$ cat src/rtl/hja_step_ctrl.sv
// rtl/hja_step_ctrl.sv - step button debounce and run/step/burst/halt pipeline advance control
module hja_step_ctrl #(
    parameter int DEBOUNCE_CYCLES = 50000,
    parameter int CNT_W           = 16
) (
    input  logic             clk,
    input  logic             rst,
    input  logic             btn_raw,
    input  logic [15:0]      sw,
    output logic             run_en,
    output logic             busy,
    output logic             btn_level,
    output logic [CNT_W-1:0] step_count
);

    typedef enum logic [1:0] {IDLE, RUN, BURST, HALT} state_t;

    localparam logic [CNT_W-1:0] DB_LAST = CNT_W'(DEBOUNCE_CYCLES - 1);

    logic [1:0] mode;
    logic [7:0] burst_n;
    logic       unused_sw;

    assign mode      = sw[15:14];
    assign burst_n   = sw[7:0];
    assign unused_sw = ^sw[13:8];

    logic             sync0_q, sync1_q;
    logic [CNT_W-1:0] db_cnt_q;
    logic             btn_level_q, btn_level_dly_q, press_q;
    state_t           state_q;
    logic [7:0]       burst_q;
    logic             run_en_q, busy_q;
    logic [CNT_W-1:0] step_q, step_d;

    // Two-flop synchroniser, then a level is accepted only after it holds DEBOUNCE_CYCLES cycles.
    always_ff @(posedge clk or negedge rst) begin
        if (!rst) begin
            sync0_q         <= 1'b0;
            sync1_q         <= 1'b0;
            db_cnt_q        <= '0;
            btn_level_q     <= 1'b0;
            btn_level_dly_q <= 1'b0;
            press_q         <= 1'b0;
        end else begin
            sync0_q         <= btn_raw;
            sync1_q         <= sync0_q;
            btn_level_dly_q <= btn_level_q;
            press_q         <= btn_level_q & ~btn_level_dly_q;
            if (sync1_q == btn_level_q) begin
                db_cnt_q <= '0;
            end else if (db_cnt_q == DB_LAST) begin
                db_cnt_q    <= '0;
                btn_level_q <= sync1_q;
            end else begin
                db_cnt_q <= db_cnt_q + 1'b1;
            end
        end
    end

    // Outputs are decided with the next state so run_en/busy are plain flops.
    always_ff @(posedge clk or negedge rst) begin
        if (!rst) begin
            state_q  <= IDLE;
            burst_q  <= '0;
            run_en_q <= 1'b0;
            busy_q   <= 1'b0;
        end else begin
            run_en_q <= 1'b0;
            busy_q   <= 1'b0;
            case (state_q)
                IDLE: begin
                    case (mode)
                        2'b00: begin
                            state_q  <= RUN;
                            run_en_q <= 1'b1;
                        end
                        2'b01: run_en_q <= press_q;
                        2'b10: begin
                            if (press_q && burst_n != 8'd0) begin
                                burst_q  <= burst_n;
                                state_q  <= BURST;
                                run_en_q <= 1'b1;
                                busy_q   <= 1'b1;
                            end
                        end
                        default: state_q <= HALT;
                    endcase
                end
                RUN: begin
                    if (mode == 2'b00) begin
                        run_en_q <= 1'b1;
                    end else begin
                        state_q <= (mode == 2'b11) ? HALT : IDLE;
                    end
                end
                BURST: begin
                    burst_q <= burst_q - 1'b1;
                    if (mode == 2'b11) begin
                        state_q <= HALT;
                        burst_q <= '0;
                    end else if (burst_q == 8'd1) begin
                        state_q <= IDLE;
                    end else begin
                        run_en_q <= 1'b1;
                        busy_q   <= 1'b1;
                    end
                end
                HALT: begin
                    if (mode != 2'b11) state_q <= IDLE;
                end
                default: state_q <= IDLE;
            endcase
        end
    end

    assign step_d = step_q + {{(CNT_W-1){1'b0}}, run_en_q};

    always_ff @(posedge clk or negedge rst) begin
        if (!rst) step_q <= '0;
        else      step_q <= step_d;
    end

    assign run_en     = run_en_q;
    assign busy       = busy_q;
    assign btn_level  = btn_level_q;
    assign step_count = step_q;

endmodule

$ cat config.mk
export PLATFORM = sky130hd
export DESIGN_NAME = hja_step_ctrl
export DESIGN_NICKNAME = d
export VERILOG_FILES = /design/src/rtl/hja_step_ctrl.sv
export SDC_FILE = /design/constraint.sdc
export NUM_CORES = 1
export LEC_CHECK = 0
export ABC_AREA = 0
export CORE_MARGIN = 2
export CORE_UTILIZATION = 55
export DETAILED_ROUTE_END_ITERATION = 10
export PLACE_DENSITY = 0.81
export SETUP_SLACK_MARGIN = 0.02
export SYNTH_ARGS = -nofsm -noshare
export SYNTH_HDL_FRONTEND = slang
export SYNTH_SLANG_ARGS = --single-unit
$ cat constraint.sdc
create_clock -name clk -period 4.15 [get_ports clk]
set_clock_uncertainty 0.1 [all_clocks]
set_input_delay 0.83 -clock clk [delete_from_list [all_inputs] [get_ports clk]]
set_output_delay 0.83 -clock clk [all_outputs]
set_load 0.01 [all_outputs]
# Word level (Yosys, flattened, before mapping)
# Cells that the tools add are included.
dict set report totals {
  out_inout_bits 19
  register_bits 49
}
dict set report op_classes {
  n_bitwise 3
  reduce_logical 8
  add_sub_neg 3
  n_eq_ne 17
  n_mux 22
}
# op count
set ops {}
lappend ops {{$mux W16} 2}
lappend ops {{$mux W8} 3}
lappend ops {{$add A16 B1 Y16} 1}
lappend ops {{$add A16 B1 Y16 const B} 1}
lappend ops {{$eq A16 B16 Y1 const B} 1}
lappend ops {{$pmux W8 S2} 1}
lappend ops {{$mux W2} 6}
lappend ops {{$ne A2 B2 Y1 const B} 5}
lappend ops {{$eq A2 B2 Y1 const B} 4}
lappend ops {{$eq A8 B1 Y1 const B} 1}
lappend ops {{$pmux W2 S4} 1}
lappend ops {{$reduce_bool A8 Y1} 1}
lappend ops {{$sub A8 B1 Y8 const B} 1}
lappend ops {{$ne A3 B3 Y1 const B} 2}
lappend ops {{$pmux W1 S3} 2}
lappend ops {{$pmux W2 S3} 1}
lappend ops {{$mux W1} 5}
lappend ops {{$reduce_and A5 Y1} 1}
lappend ops {{$eq A2 B1 Y1 const B} 2}
lappend ops {{$logic_not A2 Y1} 2}
lappend ops {{$reduce_and A3 Y1} 1}
lappend ops {{$ne A2 B1 Y1 const B} 1}
lappend ops {{$not A1 Y1} 2}
lappend ops {{$pmux W1 S2} 1}
lappend ops {{other kinds (5)} 5}

# Depth between registers and ports, before layout
# Gate-level depths: netlist of the first run.
dict set report depth {
  word_depth 5
  mapped_depth 8
  depth_no_buf 7
}

# Worst setup path after synthesis of the first run
# No wires, ideal clock.
dict set report synth_path {
  kind {input to register}
  start {input port sw[14]}
  end {register state_q[0]}
  n_path_buf 2
  required_time_ns 3.925
  arrival_ns 1.991
  cell_stages 7
  setup_ns 0.125
  slack_ns 1.934
  cell_sequence {buf_4 a21bo_2 buf_2 a31oi_1 a21oi_2 o2111ai_2 mux2_2}
}
dict set report synth_between {
  elab_chain_cells 4
  elab_cells_between_ends 16
}
# element line_no
set synth_rtl {}
lappend synth_rtl {{start: declaration} 9} ;# input logic [15:0] sw,
lappend synth_rtl {{$eq A2 B2 Y1} {94, 99}}
lappend synth_rtl {{$mux W2} 94} ;# state_q <= (mode == 2'b11) ? HALT : IDLE;
lappend synth_rtl {{$mux W2} 91} ;# if (mode == 2'b00) begin
lappend synth_rtl {{$pmux W2 S4} 71} ;# case (state_q)
lappend synth_rtl {{end signal: assignment} 94}
lappend synth_rtl {{end: declaration} 31} ;# state_t state_q;
# Several ways; a longest one is shown, not always the timed one. The select of a mux whose other input is x is not followed.
# A chain may end at the register's enable or synchronous reset.

# Worst setup path after layout of the first run
dict set report layout_path {
  start {input port sw[6]}
  end {register burst_q[7]}
}
dict set report layout_between {
  elab_chain_cells 4
}
# element line_no
set layout_rtl {}
lappend layout_rtl {{$reduce_bool A8 Y1} 80} ;# if (press_q && burst_n != 8'd0) begin
lappend layout_rtl {{$logic_and A1 B1 Y1} 80}
lappend layout_rtl {{$ne A2 B2 Y1 (no source line)} -}
lappend layout_rtl {{$reduce_and A3 Y1 (no source line)} -}
lappend layout_rtl {{end signal: assignment} 81} ;# burst_q <= burst_n;
lappend layout_rtl {{end signal: assignment} 98} ;# burst_q <= burst_q - 1'b1;
lappend layout_rtl {{end: declaration} 32} ;# logic [7:0] burst_q;
# No other way between the ends.

==> results of run 1 <==
-- synth_stat cells, types with 2 or more instances --
| cell type | n |
|---|---|
| nor2_1 | 29 |
| nand3_1 | 10 |
| xnor2_1 | 24 |
| and3_1 | 8 |
| buf_4 | 2 |
| nand2_1 | 14 |
| nor2b_1 | 3 |
| a32oi_1 | 3 |
| buf_2 | 2 |
| ha_1 | 10 |
| a22oi_1 | 3 |
| mux2_2 | 3 |
| a21oi_1 | 11 |
| o21ai_0 | 13 |
| nand4_1 | 5 |
| nor4_1 | 2 |
| inv_1 | 15 |
| dfrtp_1 | 49 |
| xor2_1 | 5 |
| nor3_1 | 7 |
-- metrics by stage --
stage	total power, mW	util, %	instance area, sq um
finish	1.504	67.42	2895
global route	1.608	67.42	2895
CTS	1.516	67.42	2895
detailed placement	1.121	64.31	2761
global placement	1.102	64.31	2761
floorplan	0.9607	-	2431
-- cells by family (layout without fill, tap and decap cells) --
family | after synthesis | count (layout)
and+or+nand+nor | 83 | 83
DFF | 49 | 49
AOI/OAI and AO/OA | 40 | 40
xor gates and xnor gates | 29 | 29
buffers and inverters | 21 | 54
adders and majority gates | 10 | 10
muxes | 4 | 4
-- layout make-up --
| cell class | count | area [sq um] |
|---|---|---|
| clock buffer | 5 | 68.82 |
| multi-input combinational | 166 | 1109 |
| fill | 343 | 1399 |
| inverter | 15 | 56.30 |
| sequential | 49 | 1226 |
| tap | 52 | 65.06 |
| timing repair buffer | 31 | 305.3 |
| clock inverter | 3 | 65.06 |
-- worst paths after layout --
check	startpoint	endpoint	slack [ps]	cells past startpoint
min in group asynchronous	rst	burst_q[3]	600	1
setup / recovery	sw[6]	burst_q[7]	1600	6
setup reg to reg	state_q[0]	state_q[0]	2040	7
max in group asynchronous	rst	run_en	2710	1
hold / removal	sync0_q	sync1_q	260	0
hold reg to reg	sync0_q	sync1_q	260	0
-- power groups by stage --
stage | registers, mW | clock network, mW | logic (mW)
2_1_floorplan | 0.655 | 0 | 0.306
3_3_place_gp | 0.655 | 0 | 0.447
3_5_place_dp | 0.659 | 0 | 0.462
4_1_cts | 0.649 | 0.401 | 0.465
5_1_grt | 0.663 | 0.425 | 0.520
6_report | 0.648 | 0.394 | 0.462
-- state kept, by name, indices dropped and copies added (netlist names) --
register         count
db_cnt_q            16
step_count          16
burst_q              8
state_q              2
btn_level            1
btn_level_dly_q      1
busy                 1
press_q              1
run_en               1
sync0_q              1
sync1_q              1
-- routing by layer --
metal / vias to the layer above / global-route usage, % / part of all wire (%)
li1: 876 / - / -
met1: 847 / 26.36 / 47
met2: 37 / 31.24 / 48
met3: 2 / 5.628 / 4.5
met4: 0 / 6.838 / 0.34
met5: - / 0 / 0
==> impl_metrics.json, run 1 <==
{
  "status": "complete, no violations",
  "async_reset_ff_share_pct": 100.0,
  "cts_resized": 0,
  "cp.arrival_ps": 2650,
  "yosys_warnings": 0,
  "final_common_cell": "dfrtp_1",
  "start_util_pct": 56.61,
  "drc": 0,
  "switchingPower_uw": 488.4,
  "coreArea_sq_um": 4294,
  "grt_pass1_wl_microns": 7797,
  "clkTransAtPathRegs_ps": 90,
  "worstPathCellList": "clkdlybuf4s50_1, nor4_1, a21o_1, a2bb2oi_4, o21ai_0, o311ai_1",
  "synth.area.mux_share_pct": 1.801,
  "max_freq_mhz": 392.6,
  "synth_xor_area_share_pct": 10.45,
  "relSlewSlack_pct": 32.03,
  "htree_levels": 2,
  "cp-end-kind": "register",
  "drv_cap": 0,
  "synth_simple_gate_area_share_pct": 16.93,
  "synth_compound_area_share_pct": 11.27,
  "total_leakage_power_nw": 1.265,
  "final_cell_mix": "dfrtp_1 (49), clkdlybuf4s50_1 (30), nor2_1 (29)",
  "grt_max_degree": 50,
  "synth_top_family_by_area": "simple AND/OR/NAND/NOR gates",
  "synth_flop_cell": "dfrtp_1",
  "numClockSinks": 49,
  "antenna_cells": 0,
  "grt_overflow": 0,
  "nets": 297,
  "rsz0062_at_grt": "no",
  "fin_crit_sh_pct": 61.38,
  "drt-initial-drc-count": 159,
  "seq_area_frac_synth_pct": 50.44,
  "cp_top_family": "compound AO/OA/AOI/OAI gates",
  "critical_path.max_stage_delay_ps": 490,
  "p_sw_share_pct": 32.47,
  "crit_buf_inv": 1,
  "fin_ws_ps": 1603,
  "dieHeight_microns": 70.49,
  "avgViaCountPerCell": 5.489,
  "min_period_ps": 2547,
  "cp_max_fo": 15,
  "synth-edff-count": 0,
  "critical_path_class": "primary input to register",
  "p_int_mw": 1.016,
  "grt_pass1_vias": 1760,
  "gp_congestion": 0.8418,
  "hp-class": "register to register",
  "fp.dieArea_sq_um": 4968,
  "clock_latency_ps": 300,
  "hold_viol": 0,
  "power_density_nw_per_um2": 519.5,
  "drtAntennaViolNets": 0,
  "cts_buffer_depth": 2,
  "whs_ps": 261.8,
  "synth_area_sq_um": 2431,
  "cts-root-buf": "clkbuf_8",
  "tritoncts": "yes",
  "antenna_found_initial": 0,
  "power.share.sequential_pct": 43.1,
  "combinationalPowerShare_pct": 30.7,
  "routed_wirelength_microns": 4428,
  "synth_top_cell_by_area": "dfrtp_1",
  "grt.total_usage_pct": 19.84,
  "pre_cts_slack_ps": 1334,
  "worst_pin_slew_ps": 1020,
  "post_cts_buffers": 0,
  "vdd_drop_max_uv": 253.8,
  "stdcell_count": 321,
  "drive_above_1_share_pct": 6.320,
  "firstDrtPassIters": 4,
  "numCtsBuffers": 5,
  "syn-num-nets": 265,
  "setup_violations": 0,
  "cp.required_ps": 4250,
  "postCtsHoldBufs": 0,
  "syn_inst": 236,
  "io_pins": 38,
  "via_count": 1762,
  "cp_slowest_cell": "nor4_1",
  "row_count": 24,
  "wl_per_cell_microns": 13.79,
  "synth-adder-area-share_pct": 5.147,
  "hpwl_microns": 3046,
  "port_buffers": 31,
  "ys_types": 38,
  "dp.cells": 313,
  "fin_tns_setup_ps": 0,
  "dieWidth_microns": 70.49,
  "synth.ff_latch_count": 49,
  "yosys-top-cells-area": "dfrtp_1 (50%), xnor2_1 (8.6%), ha_1 (5.1%)",
  "syn2layout_area_growth_pct": 19.09,
  "start_kind": "primary input",
  "synth_top_cell_area_share_pct": 50.44,
  "syn_area_per_cell_sq_um": 10.30,
  "pwr-share-clk_pct": 26.2,
  "report.final.slew_viol_count": 0
}
Power figures use the tool's default switching activity.
==> run 2, diff against run 1 <==
--- a/config.mk
+++ b/config.mk
@@ -7,9 +7,9 @@
 export LEC_CHECK = 0
 export ABC_AREA = 0
 export CORE_MARGIN = 2
-export CORE_UTILIZATION = 55
+export CORE_UTILIZATION = 48
 export DETAILED_ROUTE_END_ITERATION = 10
-export PLACE_DENSITY = 0.81
+export PLACE_DENSITY = 0.75
 export SETUP_SLACK_MARGIN = 0.02
 export SYNTH_ARGS = -nofsm -noshare
 export SYNTH_HDL_FRONTEND = slang
==> constraint.sdc (replaced) <==
create_clock -name clk -period 2.2 [get_ports clk]
set_clock_uncertainty 0.1 [all_clocks]
set_input_delay 0.44 -clock clk [delete_from_list [all_inputs] [get_ports clk]]
set_output_delay 0.44 -clock clk [all_outputs]
set_load 0.01 [all_outputs]
==> impl_metrics.json, run 2 (synthesis gave the netlist of run 1 again) <==
{
  "postCtsHoldBufs": 1,
  "post_cts_buffers": 0,
  "status": "complete, no violations",
  "relSlewSlack_pct": 67.60,
  "hold_viol": 0,
  "setup_violations": 0,
  "drc": 0,
  "grt_pass1_wl_microns": 7590,
  "port_buffers": 31,
  "highest_layer": "met4",
  "min_period_ps": 1923,
  "cts_buffer_depth": 2,
  "cp-end-kind": "register",
  "cp_top_family": "compound AO/OA/AOI/OAI gates",
  "avgViaCountPerCell": 5.076,
  "dieWidth_microns": 75.17,
  "fp.dieArea_sq_um": 5650,
  "drtAntennaViolNets": 0,
  "vdd_drop_max_uv": 681.5,
  "numClockSinks": 49,
  "n_fill_cell": 409,
  "final_cell_mix": "dfrtp_1 (49), clkdlybuf4s50_1 (30), nor2_1 (29)",
  "firstDrtPassIters": 4,
  "critical_path.max_stage_delay_ps": 430,
  "cp_max_fo": 5,
  "finalInstanceArea_sq_um": 3069,
  "cp.arrival_ps": 2020,
  "grt.total_usage_pct": 17.84,
  "drive_above_1_share_pct": 11.54,
  "routed_wirelength_microns": 4457,
  "total_leakage_power_nw": 1.358,
  "htree_levels": 2,
  "dieHeight_microns": 75.17,
  "cts_resized": 0,
  "gp_congestion": 0.8572,
  "syn2layout_area_growth_pct": 26.25,
  "start_kind": "register",
  "cts-root-buf": "clkbuf_8",
  "place_area_sq_um": 2925,
  "cp.required_ps": 2290,
  "met2WireLength_microns": 2091,
  "via_count": 1792,
  "crit_buf_inv": 1,
  "numCtsBuffers": 5,
  "final_common_cell": "dfrtp_1",
  "cp_slowest_cell": "dfrtp_1",
  "power_density_nw_per_um2": 950.8,
  "coreArea_sq_um": 4817,
  "row_count": 25,
  "wl_met3_microns": 163,
  "critical_path_class": "register to register",
  "drv_cap": 0,
  "clock_latency_ps": 300,
  "start_util_pct": 50.47,
  "tritoncts": "yes",
  "grt_overflow": 0,
  "hp-class": "register to register",
  "worstPathCellList": "inv_1, ha_1, a21bo_2, a31oi_1, a21oi_2, o2111ai_2, mux2_2",
  "wl_met1_microns": 2153,
  "hpwl_microns": 3230,
  "wl_per_cell_microns": 12.63,
  "whs_ps": 261.1,
  "nets": 314,
  "fin_crit_sh_pct": 87.41,
  "clkTransAtPathRegs_ps": 90,
  "drt-initial-drc-count": 95,
  "report.final.slew_viol_count": 0,
  "grt_pass1_vias": 1713,
  "worst_pin_slew_ps": 484.9,
  "io_pins": 38,
  "antenna_cells": 0,
  "max_freq_mhz": 520.0,
  "grt_max_degree": 33,
  "antenna_found_initial": 0,
  "rsz0062_at_grt": "no"
}
==> run 2: changes by cell type in the layout (fill, tap and decap cells not counted) <==
cell / change
dlygate4sd3_1: +1
buf_4: +14
buf_12: +2
==> run 2: stage by stage <==
| stage | power (mW) | cells | setup WS (ps) | util, % | TNS [ps] |
|---|---|---|---|---|---|
| CTS | 2.947 | 353 | 265.1 | 63.71 | 0 |
| detailed placement | 2.194 | 344 | -40.46 | 60.73 | -79.94 |
| finish | 2.918 | 353 | 277.0 | 63.71 | 0 |
| floorplan | 1.812 | 236 | 223.4 | - | 0 |
| global route | 3.117 | 353 | 127.7 | 63.71 | 0 |
| global placement | 2.165 | 344 | -27.42 | 60.73 | -67.35 |
==> run 2: final timing paths <==
path | from | endpoint | slack, ps | cells after the start
min | sync0_q | sync1_q | 260 | 0
max reg2reg | state_q[0] | state_q[0] | 280 | 7
max in group asynchronous | rst | step_count[2] | 990 | 3
max | state_q[0] | state_q[0] | 280 | 7
min reg2reg | sync0_q | sync1_q | 260 | 0
min in group asynchronous | rst | state_q[1] | 500 | 2
==> run 2: report_power, final <==
part | switching (mW) | internal (mW) | total (mW)
sequential | 0.164 | 1.06 | 1.22
clock | 0.292 | 0.451 | 0.743
combinational | 0.478 | 0.477 | 0.955
total | 0.934 | 1.98 | 2.92
==> run 2: final cells by class <==
type	instances	area, sq um	area share, %
Multi-Input combinational cell	166	1109	36.12
Clock inverter	3	65.06	2.120
Inverter	15	56.30	1.834
Timing Repair Buffer	48	460.4	15.00
Sequential cell	49	1226	39.95
Tap cell	67	83.83	2.731
Clock buffer	5	68.82	2.242
==> run 2: metal layers <==
metal / global-route usage (%) / vias up
met1: 23.04 / 845
met2: 29.34 / 29
met3: 4.418 / 5
li1: - / 913
met4: 6.433 / 0
met5: 0 / -
==> run 2: worst register-to-register path, delay by kind of cell, from the launching register on <==
kind | cells | cell delay, ps
adder cells (fa/ha/maj) | 1 | 160
buffers and inverters | 1 | 100
AO/OA/AOI/OAI | 4 | 670
flip-flops | 1 | 430
multiplexers | 1 | 360
